==> src/rtl/loader_pkg.sv <==
// rtl/loader_pkg.sv - shared types and helpers for the instruction-memory loader
package loader_pkg;

    typedef enum logic [1:0] {
        IDLE  = 2'd0,
        RECV  = 2'd1,
        WRITE = 2'd2,
        DONE  = 2'd3
    } loader_state_t;

    function automatic int bytes_per_word(input int width);
        return width / 8;
    endfunction

    // A load must cover at least one word and must fit in the memory.
    function automatic logic len_legal(input int unsigned len, input int unsigned depth);
        return (len != 0) && (len <= depth);
    endfunction

endpackage

==> src/rtl/byte_packer.sv <==
// rtl/byte_packer.sv - little-endian byte-to-word assembler with byte index
module byte_packer
    import loader_pkg::*;
#(
    parameter int WIDTH = 32
) (
    input  logic             clk,
    input  logic             rst,
    input  logic             clr,
    input  logic             byte_fire,
    input  logic [7:0]       byte_data,
    output logic [WIDTH-1:0] word,
    output logic             word_full
);

    localparam int BPW   = bytes_per_word(WIDTH);
    localparam int IDX_W = (BPW > 1) ? $clog2(BPW) : 1;

    logic [IDX_W-1:0] idx_q, idx_d;
    logic [WIDTH-1:0] buf_q, buf_d;

    assign word_full = byte_fire && (idx_q == IDX_W'(BPW - 1));
    assign word      = buf_q;

    always_comb begin
        idx_d = idx_q;
        buf_d = buf_q;
        if (clr) begin
            idx_d = '0;
        end else if (byte_fire) begin
            for (int k = 0; k < BPW; k++) begin
                if (idx_q == IDX_W'(k)) begin
                    buf_d[8*k +: 8] = byte_data;
                end
            end
            idx_d = word_full ? '0 : idx_q + 1'b1;
        end
    end

    always_ff @(posedge clk or posedge rst) begin
        if (rst) begin
            idx_q <= '0;
            buf_q <= '0;
        end else begin
            idx_q <= idx_d;
            buf_q <= buf_d;
        end
    end

endmodule

==> src/rtl/imem_loader.sv <==
// rtl/imem_loader.sv - streams bytes into instruction memory and holds the core in reset
module imem_loader
    import loader_pkg::*;
#(
    parameter int WIDTH  = 32,
    parameter int DEPTH  = 20,
    parameter int ADDR_W = $clog2(DEPTH)
) (
    input  logic              clk,
    input  logic              rst,
    input  logic              start,
    input  logic [ADDR_W:0]   len,
    input  logic              byte_valid,
    input  logic [7:0]        byte_data,
    output logic              byte_ready,
    output logic              mem_we,
    output logic [ADDR_W-1:0] mem_addr,
    output logic [WIDTH-1:0]  mem_wdata,
    output logic              core_rst,
    output logic              busy,
    output logic              done,
    output logic              err
);

    loader_state_t     state_q;
    logic [ADDR_W:0]   len_q;
    logic [ADDR_W-1:0] widx_q;
    logic              err_q;

    logic             start_seen;
    logic             start_legal;
    logic             pk_clr;
    logic             pk_fire;
    logic             word_full;
    logic             last_word;
    logic [WIDTH-1:0] word;

    // start only matters while no load is in flight
    assign start_seen  = start && ((state_q == IDLE) || (state_q == DONE));
    assign start_legal = len_legal(32'(len), 32'(DEPTH));
    assign pk_clr      = start_seen && start_legal;
    assign pk_fire     = byte_valid && (state_q == RECV);
    assign last_word   = ({1'b0, widx_q} == (len_q - 1'b1));

    byte_packer #(
        .WIDTH(WIDTH)
    ) u_packer (
        .clk      (clk),
        .rst      (rst),
        .clr      (pk_clr),
        .byte_fire(pk_fire),
        .byte_data(byte_data),
        .word     (word),
        .word_full(word_full)
    );

    always_ff @(posedge clk or posedge rst) begin
        if (rst) begin
            state_q <= IDLE;
            len_q   <= '0;
            widx_q  <= '0;
            err_q   <= 1'b0;
        end else begin
            err_q <= 1'b0;
            case (state_q)
                IDLE, DONE: begin
                    if (start) begin
                        if (start_legal) begin
                            len_q   <= len;
                            widx_q  <= '0;
                            state_q <= RECV;
                        end else begin
                            err_q <= 1'b1;
                        end
                    end
                end
                RECV: begin
                    if (word_full) begin
                        state_q <= WRITE;
                    end
                end
                WRITE: begin
                    if (last_word) begin
                        state_q <= DONE;
                    end else begin
                        widx_q  <= widx_q + 1'b1;
                        state_q <= RECV;
                    end
                end
                default: state_q <= IDLE;
            endcase
        end
    end

    assign byte_ready = (state_q == RECV);
    assign mem_we     = (state_q == WRITE);
    assign mem_addr   = widx_q;
    assign mem_wdata  = word;
    assign core_rst   = (state_q != DONE);
    assign busy       = (state_q == RECV) || (state_q == WRITE);
    assign done       = (state_q == DONE);
    assign err        = err_q;

endmodule

==> config.mk <==
export PLATFORM = sky130hd
export DESIGN_NAME = imem_loader
export DESIGN_NICKNAME = d
export VERILOG_FILES = /design/src/rtl/loader_pkg.sv /design/src/rtl/byte_packer.sv /design/src/rtl/imem_loader.sv
export SDC_FILE = /design/constraint.sdc
export NUM_CORES = 1
export LEC_CHECK = 0
export BUFFER_PORTS_ARGS = -buffer_cell sky130_fd_sc_hd__buf_2
export CORE_MARGIN = 8
export CORE_UTILIZATION = 45
export DETAILED_ROUTE_END_ITERATION = 6
export PLACE_DENSITY = 0.69
export SLEW_MARGIN = 20
export SYNTH_ARGS = -nofsm -noshare
export SYNTH_HDL_FRONTEND = slang
export SYNTH_SLANG_ARGS = --single-unit
==> constraint.sdc <==
create_clock -name clk -period 4.74 [get_ports clk]
set_input_delay 0.948 -clock clk [delete_from_list [all_inputs] [get_ports clk]]
set_output_delay 0.948 -clock clk [all_outputs]
set_load 0.02 [all_outputs]
==> metrics, run 1 <==
Rows=26; VDD IR max=0.406 mV; CTS Buffer Depth=2; type of the most critical hold path=reg2reg; Synth Flop Type=dfrtp_1; die span in y=just under 90 um; pre-CTS WS=1.97 ns; min cycle time layout=2.53 ns; post_cts resized=0; Worst Path Required=3.79 ns; TNS Setup=0 ns; Post-synth EDFFs=0; CTS Sinks=48; RSZ-0062 raised after global routing=no; Chip Width=89.2 um; CP max FO=9; Hold-fix buffers, CTS=0; Layout area overhead=20.9%; port bufs=60; final worst slack=2.21 ns; iteration-0 DRC count of the detailed router=~110; number of global-route vias before repair=1,784; f_max=396 MHz; Lkg Pwr=1.41 nW; DR vias=1,742; Detail Route Antenna Nets=0; first-pass GRT wire length=8940 um; Final period util=between 50% and 60%; htree depth=2; Slew Limit Headroom=46.3%; post-synthesis cell type count=39; status=finished, final reports clean; Starting Density=46.9%; floorplan core area=between 0.005 and 0.006 mm^2; Setup crit end kind=primary output; Synth Instances=between 150 and 200; Setup CP Type=reg2out; fin nets=282; Slew @ Worst Pin=0.805 ns; Synth async-reset ratio=between 90% and 100%; final setup fails=0; Max Cap Viol=0; total global-route track usage=14.7%; Detail Placement HPWL=3930 um; Final Instance Area=just under 0.003 mm^2; cell area after synthesis=0.00241 mm^2; initial antenna violation count=0; clock insertion delay at the later pin of the skew report=0.30 ns; drt first pass iters=4; layout cells sized above 1=45.1%; Worst setup SP type=flip-flop; pwr/cell area=approximately 720 mW/mm^2; largest net degree at the start of global routing=49; total gr overflow=0; CTS Root Cell=clkbuf_8; n_diodes=0; drt drc=0; total die area=just under 0.008 mm^2; syn_nets=about 220; Hold Vio Cnt, Final=0; final RePlAce weighted congestion=0.845; DR WL/cell=~16 um; # Post-CTS Setup Buffers=0; WL final=about 5200 um; clock slew at reported path FFs=0.09 ns; TritonCTS Buffers=5; skew final=0.00496 ns; WP data arrival=1.58 ns; Syn. warnings=0; io pins=61; CTS tree=done; Core Util, Final=56.7%; Synth Register Bits=48; post-DR vias/cell=5.36; Avg Synthesized Cell Area=12.6 um^2; Max Slew Vio Count=0; DP Area=0.00278 mm^2; sequential-to-total area share from yosys stat=between 40% and 50%
-- worst max-delay path, cell delays in order (launching register included) --
cell	delay, ns
dfrtp_1	0.43
inv_1	0.09
ha_1	0.49
buf_2	0.27
-- per-stage QoR --
stage          std cells  hold slack, ns  total power, mW
2_1_floorplan        191           0.482             1.46
3_3_place_gp         317           0.483             1.76
3_5_place_dp         317           0.488             1.77
4_1_cts              325           0.510             2.14
5_1_grt              325           0.526             2.26
6_report             325           0.507             2.11
-- synthesized netlist by cell type (2+ instances only) --
cell type   n  area [um^2]
dfrtp_1    48         1200
mux2_2     36          405
ha_1       10          125
inv_1       9         33.8
o21ai_0     7         35.0
nand2_1     6         22.5
nand3_1     6         30.0
nand4_1     5         31.3
nor2_1      5         18.8
a21oi_1     4         20.0
nand4_4     4         85.1
nor2b_1     4         25.0
xor2_1      4         35.0
nand2b_1    3         18.8
o2111ai_1   3         26.3
o211ai_1    3         22.5
o21a_1      3         22.5
o31ai_1     3         22.5
and2_1      2         12.5
buf_4       2         15.0
clkbuf_1    2         7.51
mux2i_1     2         20.0
nor3_1      2         10.0
o2bb2ai_1   2         17.5
or2_2       2         12.5
-- cells in the final DEF, fill, tap and decap left out, types with 5 or more instances in the layout --
cell type	instances
dfrtp_1	48
nand2_1	6
mux2_2	36
inv_1	8
nor2_1	5
clkbuf_8	5
nand3_1	6
o21ai_0	7
nand4_1	5
buf_2	60
ha_1	10
-- final timing paths --
check	from	end	slack, ns	cells after the start
worst max-delay path	state_q[1]	byte_ready	2.21	3
worst min-delay path	u_packer.word[31]	u_packer.word[31]	0.51	1
worst max register to register	len_q[0]	state_q[1]	2.78	5
worst min register to register	u_packer.word[31]	u_packer.word[31]	0.51	1
max in group asynchronous	rst	mem_addr[3]	3.50	2
min in group asynchronous	rst	len_q[0]	0.76	2
-- kinds of logic (layout without fill, tap and decap cells) --
| kind of cell | after synthesis | count (layout) | synth area share [%] |
|---|---|---|---|
| flip-flops | 48 | 48 | 49.8 |
| AND/OR/NAND/NOR | 45 | 45 | 13.5 |
| buffers and inverters | 13 | 77 | 2.34 |
| AO/OA/AOI/OAI | 31 | 31 | 9.03 |
| multiplexers | 39 | 39 | 18.3 |
| XOR/XNOR | 5 | 5 | 1.82 |
| adder cells (fa/ha/maj) | 10 | 10 | 5.19 |
-- state kept, by name (all words and copies together) (netlist names) --
signal and flops:
err 1, len_q 6, mem_addr 5, state_q 2, u_packer.idx_q 2, u_packer.word 32
-- power by group --
part	internal [mW]	switching [mW]	total, mW
Sequential	0.602	0.140	0.741
Clock	0.212	0.143	0.355
Combinational	0.413	0.599	1.01
-- final cells by class --
type	instances	area [um^2]
Clock buffer	5	68.8
Fill cell	459	2230
Multi-Input combinational cell	130	1150
Tap cell	70	87.6
Clock inverter	3	68.8
Inverter	9	35.0
Sequential cell	48	1200
Timing Repair Buffer	60	300
-- layer usage --
metal  vias to the layer above  share of wire, %  track usage [%]
li1                        828                 -                -
met1                       849                44             18.5
met2                        54                46             21.4
met3                        11               7.5             5.51
met4                         0               2.5             7.25
met5                         -                 0                0
Note: power is estimated with default switching activity, not from simulation.
==> run 2, diff against run 1 <==
==> constraint.sdc (replaced) <==
create_clock -name clk -period 2.45 [get_ports clk]
set_input_delay 0.49 -clock clk [delete_from_list [all_inputs] [get_ports clk]]
set_output_delay 0.49 -clock clk [all_outputs]
set_load 0.02 [all_outputs]
==> metrics, run 2 (synthesis gave the netlist of run 1 again) <==
CTS Buffer Depth=2 (unchanged); overall power=3.89 mW (was 2.11 mW); Int Power=2.19 mW (was 1.23 mW); TNS Setup=0 ns (unchanged); placed cell count=319 (was 317); path depth of the worst reg2reg path=5 (unchanged); Max Slew Vio Count=0 (unchanged); f_max=between 400 and 500 MHz; DR vias=1,740 (was 1,742); met2 Usage GRT=21.8% (was 21.4%); crit-path max cell delay=0.50 ns (was 0.49 ns); Crit-path slowest cell=ha_1 (unchanged); Buf/Inv on CP=2 (unchanged); GR peak layer=met2 (unchanged); grt met3 use=5.51% (unchanged); layout cells sized above 1=45.3% (was 45.1%); total die area=0.00795 mm^2 (unchanged); Max Cap Viol=0 (unchanged); status=finished, final reports clean (unchanged); Detail Placement HPWL=4050 um (was 3930 um); final setup fails=0 (unchanged); iteration-0 DRC count of the detailed router=122 (was 105); floorplan core area=0.00514 mm^2 (unchanged); CP max FO=9 (unchanged); post_cts resized=0 (unchanged); largest net degree at the start of global routing=20 (was 49); first-pass GRT wire length=8910 um (was 8940 um); min cycle time layout=about 2.1 ns; VDD IR max=0.678 mV (was 0.406 mV); drt first pass iters=4 (unchanged); switching part of the total=43.7% (was 41.8%); fin nets=284 (was 282); register cell area after layout=0.00120 mm^2 (unchanged); Comb pwr share=50.6% (was 48.0%); Hold-fix buffers, CTS=0 (unchanged); post-DR vias/cell=5.34 (was 5.36); Setup crit end kind=primary output (unchanged); Worst setup SP type=flip-flop (unchanged); number of global-route vias before repair=1,744 (was 1,784); CTS Root Cell=clkbuf_8 (unchanged); CTS tree=done (unchanged); reg2reg start=len_q[0] (unchanged); WP data arrival=1.57 ns (was 1.58 ns); non-filler cells in the finished layout=326 (was 325); CTS Sinks=48 (unchanged); n_diodes=0 (unchanged); Slew @ Worst Pin=0.545 ns (was 0.805 ns); Psw=1.70 mW (was 0.882 mW); Reg-to-Reg End=state_q[1] (unchanged); Setup CP Type=reg2out (unchanged); Reg power frac=37.1% (was 35.2%); crit-path cells=inv_1 > ha_1 > buf_2 (unchanged); R2R setup slack=0.47 ns (was 2.78 ns); GRT met1 Usage=18.9% (was 18.5%); Lkg Pwr=1.40 nW (was 1.41 nW); clock share of power=12.4% (was 16.8%); RSZ-0062 raised after global routing=no (unchanged); DR WL/cell=16.4 um (was 16.1 um); Top Family by Delay on Critical Path=adder cells (unchanged); WL final=5340 um (was 5220 um); io pins=61 (unchanged); type of the most critical hold path=in2async (was reg2reg); Worst Path Required=1.96 ns (was 3.79 ns); clock insertion delay at the later pin of the skew report=0.30 ns (about the same); crit path from=state_q[1] (unchanged); Chip Width=89.2 um (unchanged); Starting Density=46.9% (unchanged); commonest non-fill, non-tap cell in the layout=buf_2 (unchanged); Rows=26 (unchanged); total global-route track usage=14.4% (was 14.7%); htree depth=2 (unchanged); total gr overflow=0 (unchanged); TritonCTS Buffers=5 (unchanged); skew final=0.0111 ns (was 0.00496 ns); Final period util=84.1%; clock slew at reported path FFs=0.09 ns (about the same); die span in y=89.2 um (unchanged); # Post-CTS Setup Buffers=0 (unchanged); final RePlAce weighted congestion=0.829 (was 0.845); Layout area overhead=19.6% (was 20.9%); Filler Cell Count=456 (was 459); port bufs=60 (unchanged); most frequent cells in the layout=buf_2 (60), dfrtp_1 (48), mux2_2 (36) (unchanged); drt drc=0 (unchanged); Slew Limit Headroom=63.4% (was 46.3%); Largest register FFs=32 (unchanged); initial antenna violation count=0 (unchanged); pwr/cell area=1350 mW/mm^2 (was 724 mW/mm^2); Detail Route Antenna Nets=0 (unchanged); Hold Vio Cnt, Final=0 (unchanged); area of the multi-input gates=0.00115 mm^2 (unchanged)
-- run 2: metrics by stage --
stage	cell area, um^2	util, %	worst slack (ns)	hold slack [ns]
after global placement	2790	54.3	0.154	0.482
after floorplan	2410	-	0.410	0.482
after detailed placement	2790	54.3	0.135	0.487
final	2880	56.1	0.389	0.159
after CTS	2880	56.1	0.365	0.168
after global routing	2880	56.1	0.274	0.182
-- run 2: cell type report --
class,count,share of cell area [%]
Clock buffer,6,2.87
Clock inverter,1,0.304
Inverter,9,1.17
Multi-Input combinational cell,130,40.0
Sequential cell,48,41.7
Tap cell,70,3.04
Timing Repair Buffer,62,10.9
-- run 2: worst max-delay path by stage --
stage	slack, ns	endpoint	cells past startpoint
2_1_floorplan	0.41	u_packer.word[18]	5
3_3_place_gp	0.15	u_packer.word[18]	6
3_5_place_dp	0.14	u_packer.word[18]	6
4_1_cts	0.37	byte_ready	3
5_1_grt	0.27	byte_ready	3
6_report	0.39	byte_ready	3
-- run 2: power by group through the flow --
stage	logic [mW]	registers [mW]	clock network (mW)
final	1.97	1.44	0.482
after global placement	1.96	1.44	0
after detailed placement	1.98	1.45	0
after CTS	1.99	1.44	0.500
after floorplan	1.04	1.78	0
after global routing	2.14	1.50	0.526
-- run 2: layer usage --
metal  routed length (um)  up-vias
li1                     -      824
met4                   53        0
met3                  386        5
met1                 2400      867
met5                    0        -
met2                 2500       44
==> run 3, diff against run 2 <==
--- a/config.mk
+++ b/config.mk
@@ -5,11 +5,12 @@
 export SDC_FILE = /design/constraint.sdc
 export NUM_CORES = 1
 export LEC_CHECK = 0
+export ABC_AREA = 1
 export BUFFER_PORTS_ARGS = -buffer_cell sky130_fd_sc_hd__buf_2
 export CORE_MARGIN = 8
 export CORE_UTILIZATION = 45
 export DETAILED_ROUTE_END_ITERATION = 6
-export PLACE_DENSITY = 0.69
+export PLACE_DENSITY = 0.72
 export SLEW_MARGIN = 20
 export SYNTH_ARGS = -nofsm -noshare
 export SYNTH_HDL_FRONTEND = slang
==> constraint.sdc (replaced) <==
create_clock -name clk -period 1.8 [get_ports clk]
set_input_delay 0.36 -clock clk [delete_from_list [all_inputs] [get_ports clk]]
set_output_delay 0.36 -clock clk [all_outputs]
set_load 0.02 [all_outputs]
==> metrics, run 3 <==
status=finished, final reports clean (unchanged); Chip Width=89.8 um (was 89.2 um); cell area after synthesis=0.00245 mm^2 (was 0.00241 mm^2); most common cell in the netlist=nand2_1 (was dfrtp_1); Final period util=95.6%; Detail Placement HPWL=4420 um (was 4050 um); post-synth top area share=49.1% (was 49.8%); type of the most critical hold path=in2async (unchanged); die span in y=89.8 um (was 89.2 um); sequential-to-total area share from yosys stat=49.1% (was 49.8%); syn_nets=338 (was 219); Syn. warnings=0 (unchanged); floorplan core area=0.00537 mm^2 (was 0.00514 mm^2); RSZ-0062 raised after global routing=no (unchanged); Synth Instances=310 (was 191); Hold-fix buffers, CTS=0 (unchanged); crit-path cells=inv_1 > ha_1 > inv_1 > buf_2 (was inv_1 > ha_1 > buf_2); total die area=0.00806 mm^2 (was 0.00795 mm^2); Synth Register Bits=48 (unchanged); Worst path most repeated cell=inv_1; Setup CP Type=reg2out (unchanged); post-synthesis cell type count=20 (was 39); non-filler cells in the finished layout=455 (was 326); Slew @ Worst Pin=0.474 ns (was 0.545 ns); drt first pass iters=4 (unchanged); total gr overflow=0 (unchanged); Max Cap Viol=0 (unchanged); clock insertion delay at the later pin of the skew report=0.29 ns (was 0.30 ns); Rows=27 (was 26); initial antenna violation count=0 (unchanged); Core Util, Final=55.3% (was 56.1%); Hold Vio Cnt, Final=0 (unchanged); synth top area cells=dfrtp_1 (49%), nand2_1 (23%), inv_1 (6.0%), ha_1 (5.1%), nand3_1 (3.3%) (was dfrtp_1 (50%), mux2_2 (17%), ha_1 (5.2%), nand4_4 (3.5%), o21ai_0 (1.5%)); WL final=5610 um (was 5340 um); iteration-0 DRC count of the detailed router=103 (was 122); Max Slew Vio Count=0 (unchanged); TNS Setup=0 ns (unchanged); placed cell count=447 (was 319); DR vias=2,097 (was 1,740); CP max FO=5 (was 9); final RePlAce weighted congestion=0.832 (was 0.829); Lkg Pwr=1.79 nW (was 1.40 nW); Synth top cells by count=nand2_1 (150), dfrtp_1 (48), inv_1 (39), nand3_1 (16), nor2_1 (11) (was dfrtp_1 (48), mux2_2 (36), ha_1 (10), inv_1 (9), o21ai_0 (7)); most area-hungry cell type in the Yosys netlist=dfrtp_1 (unchanged); CTS Root Cell=clkbuf_8 (unchanged); Synth async-reset ratio=100% (unchanged); DR WL/cell=12.3 um (was 16.4 um); CTS Sinks=48 (unchanged); f_max=581 MHz; Synth Flop Type=dfrtp_1 (unchanged); Setup crit end kind=primary output (unchanged); Worst Path Required=1.44 ns (was 1.96 ns); area of the multi-input gates=0.00108 mm^2 (was 0.00115 mm^2); drt drc=0 (unchanged); layout cells sized above 1=24.3% (was 45.3%); post-DR vias/cell=4.61 (was 5.34); Largest register FFs=32 (unchanged); CTS tree=done (unchanged); Avg Synthesized Cell Area=7.90 um^2 (was 12.6 um^2); CTS Buffer Depth=2 (unchanged); largest net degree at the start of global routing=23 (was 20); crit-path max cell delay=0.42 ns (was 0.50 ns); final setup fails=0 (unchanged); reg2reg start=state_q[0] (was len_q[0]); min cycle time layout=1.72 ns; Detail Route Antenna Nets=0 (unchanged); # Post-CTS Setup Buffers=0 (unchanged); first-pass GRT wire length=9500 um (was 8910 um); Filler Cell Count=525 (was 456); Layout area overhead=21.3% (was 19.6%); post_cts resized=0 (unchanged); commonest non-fill, non-tap cell in the layout=nand2_1 (was buf_2); Starting Density=45.6% (was 46.9%); crit path from=state_q[0] (was state_q[1]); WP data arrival=1.36 ns (was 1.57 ns); clock slew at reported path FFs=0.09 ns (about the same); most frequent cells in the layout=nand2_1 (150), buf_2 (60), dfrtp_1 (48) (was buf_2 (60), dfrtp_1 (48), mux2_2 (36)); n_diodes=0 (unchanged); Crit-path slowest cell=dfrtp_1 (was ha_1); port bufs=60 (unchanged); Slew Limit Headroom=68.3% (was 63.4%); register cell area after layout=0.00120 mm^2 (unchanged); Worst setup SP type=flip-flop (unchanged); io pins=61 (unchanged); htree depth=2 (unchanged); skew final=0.00601 ns (was 0.0111 ns); pwr/cell area=1670 mW/mm^2 (was 1350 mW/mm^2); Post-synth EDFFs=0 (unchanged); number of global-route vias before repair=2,078 (was 1,744); VDD IR max=0.709 mV (was 0.678 mV); total global-route track usage=14.0% (was 14.4%); TritonCTS Buffers=5 (unchanged); fin nets=410 (was 284)
==> run 3: cell types whose count changed after synthesis, sizes merged, moves of 4 or more <==
| cell | change |
|---|---|
| nor2b | -4 |
| nand2 | +152 |
| nand3 | +11 |
| nor2 | +11 |
| xor2 | -4 |
| inv | +31 |
| mux2 | -37 |
| nand4 | -7 |
==> run 3: per-layer routing <==
layer / vias up / global-route usage, % / part of all wire (%)
met5: - / 0 / 0
met4: 0 / 4.23 / 1.4
met3: 8 / 3.41 / 4.2
met2: 44 / 23.3 / 48
met1: 961 / 17.3 / 46
li1: 1084 / - / -
==> run 3: power breakdown <==
part | switching [mW] | internal, mW | leakage, nW | total (mW)
Combinational | 1.63 | 0.815 | 1.12 | 2.44
Clock | 0.364 | 0.315 | 0.0516 | 0.678
Sequential | 0.300 | 1.53 | 0.616 | 1.83
Total | 2.29 | 2.66 | 1.79 | 4.94
==> run 3: area by class of cell <==
| type | instances | share of cell area, % |
|---|---|---|
| flip-flops and latches | 48 | 40.5 |
| multi-input cells | 221 | 36.3 |
| repair buffers | 66 | 11.6 |
| inverters | 40 | 5.31 |
| well taps | 72 | 3.03 |
| clock buffers | 6 | 2.78 |
| clock inverters | 2 | 0.464 |
==> run 3: through the flow <==
step	hold slack, ns	area, um^2	setup slack, ns	total power [mW]
finish	0.0668	2970	0.0789	4.94
global route	0.107	2970	0.0112	5.33
CTS	0.0768	2970	0.0575	5.01
detailed placement	0.405	2870	0.144	4.32
global placement	0.399	2870	0.207	4.26
floorplan	0.458	2450	0.222	3.53
==> run 3: path summary, 6_finish.rpt <==
kind                                     endpoint  slack (ns)  depth (start not counted)
min in group clk                         len_q[0]        0.28                          3
worst max register to register        mem_addr[4]        0.15                         10
worst min-delay path            u_packer.word[29]        0.07                          2
max in group asynchronous        u_packer.word[6]        1.19                          3
worst min register to register  u_packer.word[19]        0.47                          2
worst max-delay path                         busy        0.08                          4
==> run 3: worst max-delay path: cells and delay by family, from the launching register on <==
kind / cells / cell delay (ns)
DFF: 1 / 0.42
adders and majority gates: 1 / 0.32
buffers and inverters: 3 / 0.34
==> run 3: kinds of logic (layout without fill, tap and decap cells) <==
group | after synthesis | after routing | share of synthesized area [%]
flops | 48 | 48 | 49.1
fa+ha+maj | 10 | 10 | 5.11
xor+xnor | 1 | 1 | 0.358
buf+inv | 41 | 114 | 6.90
simple gates | 194 | 194 | 34.6
compound gates | 16 | 16 | 3.93
